<file path="src/rtl/vdegen_if.sv">
// Signal bundle between the video MCU mode/sync sources and the vertical timing generator.
// The master side drives mode selects and horizontal sync; the slave side returns the line count and decoded flags.
interface vdegen_if;
  logic       mde1;
  logic       ntsc;
  logic       ihsync;
  logic [8:0] vdec;
  logic       vsync;
  logic       vblank;
  logic       vde;
  logic       vfrm;

  modport master (
    output mde1, ntsc, ihsync,
    input  vdec, vsync, vblank, vde, vfrm
  );

  modport slave (
    input  mde1, ntsc, ihsync,
    output vdec, vsync, vblank, vde, vfrm
  );
endinterface

</file>
<file path="src/rtl/vdegen.sv">
// Vertical timing generator: counts scan lines on ihsync rising edges, wraps at the latched mode's
// frame length and decodes vsync / vblank / vde as registered flags aligned with the line count.
module vdegen #(
  parameter int PAL_LINES  = 313,
  parameter int NTSC_LINES = 263,
  parameter int MONO_LINES = 501
) (
  input logic     m2clock,
  input logic     porb,
  vdegen_if.slave bus
);

  typedef enum logic [1:0] {MODE_PAL, MODE_NTSC, MODE_MONO} mode_e;

  mode_e      mode_q, mode_d, mode_sel;
  logic       hs_q;
  logic [8:0] vdec_q, vdec_d, last_line;
  logic       line_stb, wrap;
  logic       vsync_q, vsync_d;
  logic       vblank_q, vblank_d;
  logic       vde_q, vde_d;
  logic       vfrm_q;

  function automatic logic in_win(input logic [8:0] v, input logic [8:0] lo, input logic [8:0] hi);
    return (v >= lo) && (v <= hi);
  endfunction

  // Mono overrides the ntsc select.
  always_comb begin
    mode_sel = MODE_PAL;
    if (bus.mde1)      mode_sel = MODE_MONO;
    else if (bus.ntsc) mode_sel = MODE_NTSC;
  end

  always_comb begin
    last_line = 9'(PAL_LINES - 1);
    case (mode_q)
      MODE_NTSC: last_line = 9'(NTSC_LINES - 1);
      MODE_MONO: last_line = 9'(MONO_LINES - 1);
      default:   last_line = 9'(PAL_LINES - 1);
    endcase
  end

  assign line_stb = bus.ihsync & ~hs_q;
  assign wrap     = line_stb && (vdec_q == last_line);

  // NOTE: every signal written here gets a default first so no path can leave it unassigned and infer a latch.
  always_comb begin
    mode_d = mode_q;
    vdec_d = vdec_q;
    if (line_stb) begin
      if (wrap) begin
        vdec_d = '0;
        mode_d = mode_sel;
      end else begin
        vdec_d = vdec_q + 9'd1;
      end
    end
  end

  // Flags decode the next count under the next mode, so they land on the same edge as vdec.
  always_comb begin
    vsync_d  = 1'b0;
    vblank_d = 1'b0;
    vde_d    = 1'b0;
    case (mode_d)
      MODE_NTSC: begin
        vsync_d  = in_win(vdec_d, 9'd260, 9'd262);
        vblank_d = in_win(vdec_d, 9'd16,  9'd257);
        vde_d    = in_win(vdec_d, 9'd34,  9'd233);
      end
      MODE_MONO: begin
        vsync_d  = in_win(vdec_d, 9'd497, 9'd500);
        vblank_d = in_win(vdec_d, 9'd0,   9'd496);
        vde_d    = in_win(vdec_d, 9'd34,  9'd433);
      end
      default: begin
        vsync_d  = in_win(vdec_d, 9'd310, 9'd312);
        vblank_d = in_win(vdec_d, 9'd25,  9'd307);
        vde_d    = in_win(vdec_d, 9'd63,  9'd262);
      end
    endcase
  end

  // NOTE: state registers use non-blocking assignments so every flop samples pre-edge values.
  always_ff @(posedge m2clock) begin
    if (!porb) begin
      hs_q     <= 1'b0;
      vdec_q   <= '0;
      mode_q   <= mode_sel;
      vsync_q  <= 1'b0;
      vblank_q <= 1'b0;
      vde_q    <= 1'b0;
      vfrm_q   <= 1'b0;
    end else begin
      hs_q     <= bus.ihsync;
      vdec_q   <= vdec_d;
      mode_q   <= mode_d;
      vsync_q  <= vsync_d;
      vblank_q <= vblank_d;
      vde_q    <= vde_d;
      vfrm_q   <= wrap;
    end
  end

  assign bus.vdec   = vdec_q;
  assign bus.vsync  = vsync_q;
  assign bus.vblank = vblank_q;
  assign bus.vde    = vde_q;
  assign bus.vfrm   = vfrm_q;

endmodule

</file>
<file path="src/flat_wrapper.sv">
// flat-port wrapper written by rule: the top's interface ports become plain ports
module vdegen_flat 
#(
  parameter int PAL_LINES  = 313,
  parameter int NTSC_LINES = 263,
  parameter int MONO_LINES = 501
)
  (m2clock, porb, bus_mde1, bus_ntsc, bus_ihsync, bus_vdec, bus_vsync, bus_vblank, bus_vde, bus_vfrm);
  vdegen_if bus_i ();
  input logic m2clock;
  input logic porb;
  input wire logic [$bits(bus_i.mde1)-1:0] bus_mde1;
  input wire logic [$bits(bus_i.ntsc)-1:0] bus_ntsc;
  input wire logic [$bits(bus_i.ihsync)-1:0] bus_ihsync;
  output wire logic [$bits(bus_i.vdec)-1:0] bus_vdec;
  output wire logic [$bits(bus_i.vsync)-1:0] bus_vsync;
  output wire logic [$bits(bus_i.vblank)-1:0] bus_vblank;
  output wire logic [$bits(bus_i.vde)-1:0] bus_vde;
  output wire logic [$bits(bus_i.vfrm)-1:0] bus_vfrm;
  assign bus_i.mde1 = bus_mde1;
  assign bus_i.ntsc = bus_ntsc;
  assign bus_i.ihsync = bus_ihsync;
  assign bus_vdec = bus_i.vdec;
  assign bus_vsync = bus_i.vsync;
  assign bus_vblank = bus_i.vblank;
  assign bus_vde = bus_i.vde;
  assign bus_vfrm = bus_i.vfrm;
  vdegen #(.PAL_LINES(PAL_LINES), .NTSC_LINES(NTSC_LINES), .MONO_LINES(MONO_LINES)) u_core (.m2clock(m2clock), .porb(porb), .bus(bus_i));
endmodule
</file>
<file path="config.mk">
export PLATFORM = sky130hd
export DESIGN_NAME = vdegen_flat
export DESIGN_NICKNAME = d
export VERILOG_FILES = /design/src/rtl/vdegen_if.sv /design/src/rtl/vdegen.sv /design/src/flat_wrapper.sv
export SDC_FILE = /design/constraint.sdc
export NUM_CORES = 1
export LEC_CHECK = 0
export BUFFER_PORTS_ARGS = -buffer_cell sky130_fd_sc_hd__buf_2
export CORE_MARGIN = 2
export CORE_UTILIZATION = 40
export DETAILED_ROUTE_END_ITERATION = 10
export GPL_TIMING_DRIVEN = 1
export SYNTH_ARGS = -nofsm -noshare
export SYNTH_HDL_FRONTEND = slang
export SYNTH_SLANG_ARGS = --single-unit
export TNS_END_PERCENT = 20
</file>
<file path="constraint.sdc">
create_clock -name m2clock -period 6.2 [get_ports m2clock]
set_input_delay 0.31 -clock m2clock [delete_from_list [all_inputs] [get_ports m2clock]]
set_output_delay 0.31 -clock m2clock [all_outputs]
set_load 0.005 [all_outputs]
</file>
==> Word-level counts from Yosys, hierarchy flattened <==
Cells that the tools add are included.
{ "word_totals": {"register_bits": 16, "in_bits": 5, "out_inout_bits": 13} }
{ "classes": {"n_addsub": 1, "magnitude_cmp": 16, "eq_ne": 5, "n_mux": 11, "n_bitwise": 2, "reduce_logical": 10} }
{ "ops": {"columns": ["op", "n"], "rows": [
  ["$le A9 B9 Y1 const B", 7],
  ["$ge A9 B9 Y1 const B", 3],
  ["$ge A9 B5 Y1 const B", 2],
  ["$ge A9 B6 Y1 const B", 2],
  ["$mux W9", 2],
  ["$pmux W8 S2", 1],
  ["$logic_and A1 B1 Y1", 10],
  ["$add A9 B1 Y9 const B", 1],
  ["$eq A9 B9 Y1", 1],
  ["$ge A9 B1 Y1 const B", 1],
  ["$le A9 B8 Y1 const B", 1],
  ["$mux W2", 4],
  ["$pmux W1 S2", 3],
  ["$eq A2 B1 Y1 const B", 2],
  ["$eq A2 B2 Y1 const B", 2],
  ["$and A1 B1 Y1", 1],
  ["$mux W1", 1],
  ["$not A1 Y1", 1]
]} }

==> Depth between registers and ports, before layout <==
{ "depth": {"depth_word": 9, "depth_mapped": 12} }

==> Worst setup path before layout <==
OpenSTA, ideal clock, no wires.
{ "synth_path": {"path_kind": "reg-to-reg", "from": "register u_core.mode_q[0]", "to": "register u_core.vde_q (netlist: u_core.bus.vde)", "setup_time_ps": 88, "arrival_ps": 2921, "t_required_ps": 6112, "path_slack_ps": 3191, "path_stages_with_launch": 12, "path_buffers": 2, "path_cell_list": "dfxtp_1 > inv_1 > ha_1 > or3_1 > a22oi_2 > o2111a_2 > buf_6 > mux2i_1 > ha_1 > clkdlybuf4s50_2 > nand4b_1 > o32ai_2"} }
{ "synth_via": {"elab_chain_len": 9} }
{ "synth_rtl": {"columns": ["item", "line", "source"], "rows": [
  ["from (decl)", "vdegen.sv:15", "mode_e mode_q, mode_d, mode_sel;"],
  ["from (signal assigned)", "vdegen.sv:90", "mode_q <= mode_sel;"],
  ["from (signal assigned)", "vdegen.sv:98", "mode_q <= mode_d;"],
  ["$eq A2 B2 Y1 / $eq A2 B1 Y1 (equally long branches)", "vdegen.sv:37", "case (mode_q)"],
  ["$pmux W8 S2", "vdegen.sv:37", null],
  ["$eq A9 B9 Y1", "vdegen.sv:45", "assign wrap = line_stb && (vdec_q == last_line);"],
  ["$logic_and A1 B1 Y1", "vdegen.sv:45", null],
  ["$mux W9", "vdegen.sv:52", "if (wrap) begin"],
  ["$mux W9", "vdegen.sv:51", "if (line_stb) begin"],
  ["$ge A9 B6 Y1, or another cell as far along", "vdegen.sv:25", "return (v >= lo) && (v <= hi);"],
  ["$logic_and A1 B1 Y1", "vdegen.sv:25", null],
  ["$pmux W1 S2 (*)", "vdegen.sv:66", "case (mode_d)"],
  ["to (signal assigned)", "vdegen.sv:101", "vde_q <= vde_d;"],
  ["to (decl)", "vdegen.sv:21", "logic vde_q, vde_d;"]
]} }
Every way passes the cells marked *; elsewhere a longest branch is shown, timed or not.
A chain may end at the register's enable or synchronous reset.

==> Worst setup path after layout <==
{ "layout_path": {"from": "register u_core.mode_q[0]", "to": "register u_core.vsync_q (netlist: u_core.bus.vsync)"} }
{ "layout_via": {"elab_chain_len": 9} }
{ "layout_rtl": {"columns": ["item", "line", "source"], "rows": [
  ["$eq A2 B2 Y1 / $eq A2 B1 Y1 (equally long branches)", "vdegen.sv:37", null],
  ["$pmux W8 S2", "vdegen.sv:37", null],
  ["$eq A9 B9 Y1", "vdegen.sv:45", null],
  ["$logic_and A1 B1 Y1", "vdegen.sv:45", null],
  ["$mux W9", "vdegen.sv:52", null],
  ["$mux W9", "vdegen.sv:51", null],
  ["$ge A9 B9 Y1 / $le A9 B9 Y1 (equally long branches)", "vdegen.sv:25", null],
  ["$logic_and A1 B1 Y1", "vdegen.sv:25", null],
  ["$pmux W1 S2 (*)", "vdegen.sv:66", null],
  ["to (signal assigned)", "vdegen.sv:99", "vsync_q <= vsync_d;"],
  ["to (decl)", "vdegen.sv:19", "logic vsync_q, vsync_d;"]
]} }
Marked as above.

==> impl_metrics.yaml <==
global_route:
  grt_pass1_wl_um: 5180
  grt_overflow_total: 0
  grt_start_max_net_pins: 16
  groute.usage.overall_pct: 19.2
  antenna_found_initial: 0
  grt_pass1_vias: 1070
floorplan:
  die-area_um2: 3760
  rows: 20
  io_pins: 18
  fp.dieH_um: 61.3
  start_util_pct: 42.6
  die_w_um: 61.3
  core_area_um2: 3080
drt:
  num_vias: 1245
  top_layer: "met4"
  met1Wirelength_um: 1470
  viasPerCell: 5.90
  drt_iter0_markers: 61
  route.met2.wl_um: 1500
  drc: 0
  drt-wirelength-per-cell_um: 15.6
  wl_um: 3280
  dr_wl_met3_um: 257
  drtAntennaViolNets: 0
  firstDrtPassIters: 4
placement:
  port_buffers: 17
  placed_cell_area_um2: 1390
  hpwl_um: 2420
  place_congestion: 0.907
  dp_slack_ns: 3.12
sta:
  min_period_ns: 3.14
  slew_headroom_pct: 48.7
  layout_setup_ws_ns: 3.06
  rsz0062_at_grt: "no"
  setup_viol: 0
  finalHoldViolations: 0
  tightest_slew_ns: 0.769
  fmax_mhz: 318
  clock_skew_ns: 0.00422
  slew_viol_final: 0
  finalSetupTns_ns: 0
  period_share_pct: 50.7
pwr:
  power.leakage_nw: 0.585
  powerDensity_nw_per_um2: 150
  vdd_drop_max_v: 0.0000890
  power_uw: 211
job:
  max_cap_violations: 0
cts:
  post_cts_buffers: 0
  clock_sinks: 16
  cts_tree: "yes"
  cts_buffers: 3
  h-tree-depth: 1
  cts_resized: 0
  postCtsHoldBufs: 0
  root_buffer: "clkbuf_4"
  clockBufferDepth: 2
  clock_latency_ns: 0.30
  clk_pin_slew_ns: 0.10
cells_and_area:
  final_cell_mix: "19 x nor2_1, 17 x buf_2, 16 x dfxtp_1"
  final_common_cell: "nor2_1"
  area_growth_pct: 7.44
  design_area_um2: 1410
  drive_above_1_share_pct: 25.1
  utilization_pct: 45.8
  nNetsFinal: 179
  n_antenna_cell: 0
min_path:
  hold_depth: 3
  hold_class: "in2reg"
  min_to: "u_core.mode_q[1]"
  hold_start: "bus_mde1"
synth:
  synth-seq-cells: 16
  ys.flop_type: "dfxtp_1"
  synth_cells: 153
  syn_avg_cell_area_um2: 8.58
  ys_async_sr_fraction_pct: 0
  syn-num-nets: 163
  synth_cell_types: 55
  yosys_warnings: 0
  netlist_area_um2: 1310
  synth_edf_count: 0
  yosysSeqAreaShare_pct: 24.4
worst_setup_path:
  reg2reg_slack_ns: 3.06
  worst-path-max-fanout: 7
  cp-start-kind: "register"
  cp-end-kind: "register"
  r2r_end: "u_core.bus.vsync"
  r2r_start: "u_core.mode_q[0]"
  cp.arrival_ns: 3.37
  critical_path_class: "reg2reg"
  rr_worst_depth: 11
  critical_path_required_ns: 6.43
run_status:
  status: "finished, final reports clean"
## routing by layer
layer  GRT usage, %  vias up
met1           25.1      595
met5              0        -
met4           7.76        0
li1               -      597
met3           4.83        7
met2           30.1       46
## cells by family (layout without fill, tap and decap cells)
logic type               after synthesis  in the layout  synth area share (%)
AND/OR/NAND/NOR                       69             69                  31.0
AO/OA/AOI/OAI                         36             36                  21.6
flip-flops                            16             16                  24.4
buffers and inverters                 13             27                  6.96
XOR/XNOR                              10             10                  8.10
adder cells (fa/ha/maj)                5              5                  4.77
multiplexers                           4              4                  3.15
## worst max-delay path: stages (launching register included)
cell	delay [ns]
dfxtp_1	0.37
inv_1	0.06
ha_1	0.20
or3_1	0.38
a22oi_2	0.17
o2111ai_1	0.42
mux2i_1	0.27
inv_1	0.10
ha_1	0.21
nand4_1	0.10
or4_4	0.52
a221oi_2	0.27
## area by class of cell
type                    instances  area, um2
multi-input cells             124        901
fillers                       320       1670
well taps                      44       55.1
flip-flops and latches         16        320
inverters                       7       26.3
clock buffers                   3       22.5
repair buffers                 17       85.1
## where the power goes
part	total (mW)	leakage, nW	switching [mW]	internal (mW)
sequential	0.110	0.130	0.00366	0.107
combinational	0.0423	0.441	0.0236	0.0187
clock	0.0586	0.0138	0.0359	0.0227
total	0.211	0.585	0.0631	0.148
## through the flow
stage                     instances  hold WS [ns]
after floorplan                 153         0.446
after global placement          208         0.578
after detailed placement        208         0.595
after CTS                       211         0.277
after global routing            211         0.290
final                           211         0.278
## state kept, by name, indices dropped and copies added (netlist names)
register and cells:
u_core.bus.vdec 9, u_core.mode_q 2, u_core.bus.vblank 1, u_core.bus.vde 1
u_core.bus.vfrm 1, u_core.bus.vsync 1, u_core.hs_q 1
## worst max-delay path by stage
stage / start / endpoint / slack (ns)
global route: u_core.mode_q[0] / u_core.bus.vsync / 2.88
floorplan: u_core.mode_q[0] / u_core.bus.vde / 3.19
finish: u_core.mode_q[0] / u_core.bus.vsync / 3.06
CTS: u_core.mode_q[0] / u_core.bus.vsync / 3.08
global placement: u_core.mode_q[0] / u_core.bus.vsync / 3.18
detailed placement: u_core.mode_q[0] / u_core.bus.vsync / 3.12
## Yosys cell counts, drive strengths merged, types with 3 or more instances
cell    count  area share (%)
nand3b      3             1.7
nand4       5             2.4
and3        5             3.1
dfxtp      16              24
inv         7             2.0
nor3        5             2.8
mux2i       3             2.3
and2        8             4.1
a31oi       5             2.4
nor2       19             5.4
nor2b       3             1.4
nand2       7             2.0
clkbuf      3             2.4
nand3       3             1.1
xor2        3             2.0
ha          5             4.8
o21ai       7             2.7
a21oi       6             2.6
xnor2       7             6.1
Note: power is estimated with default switching activity, not from simulation.
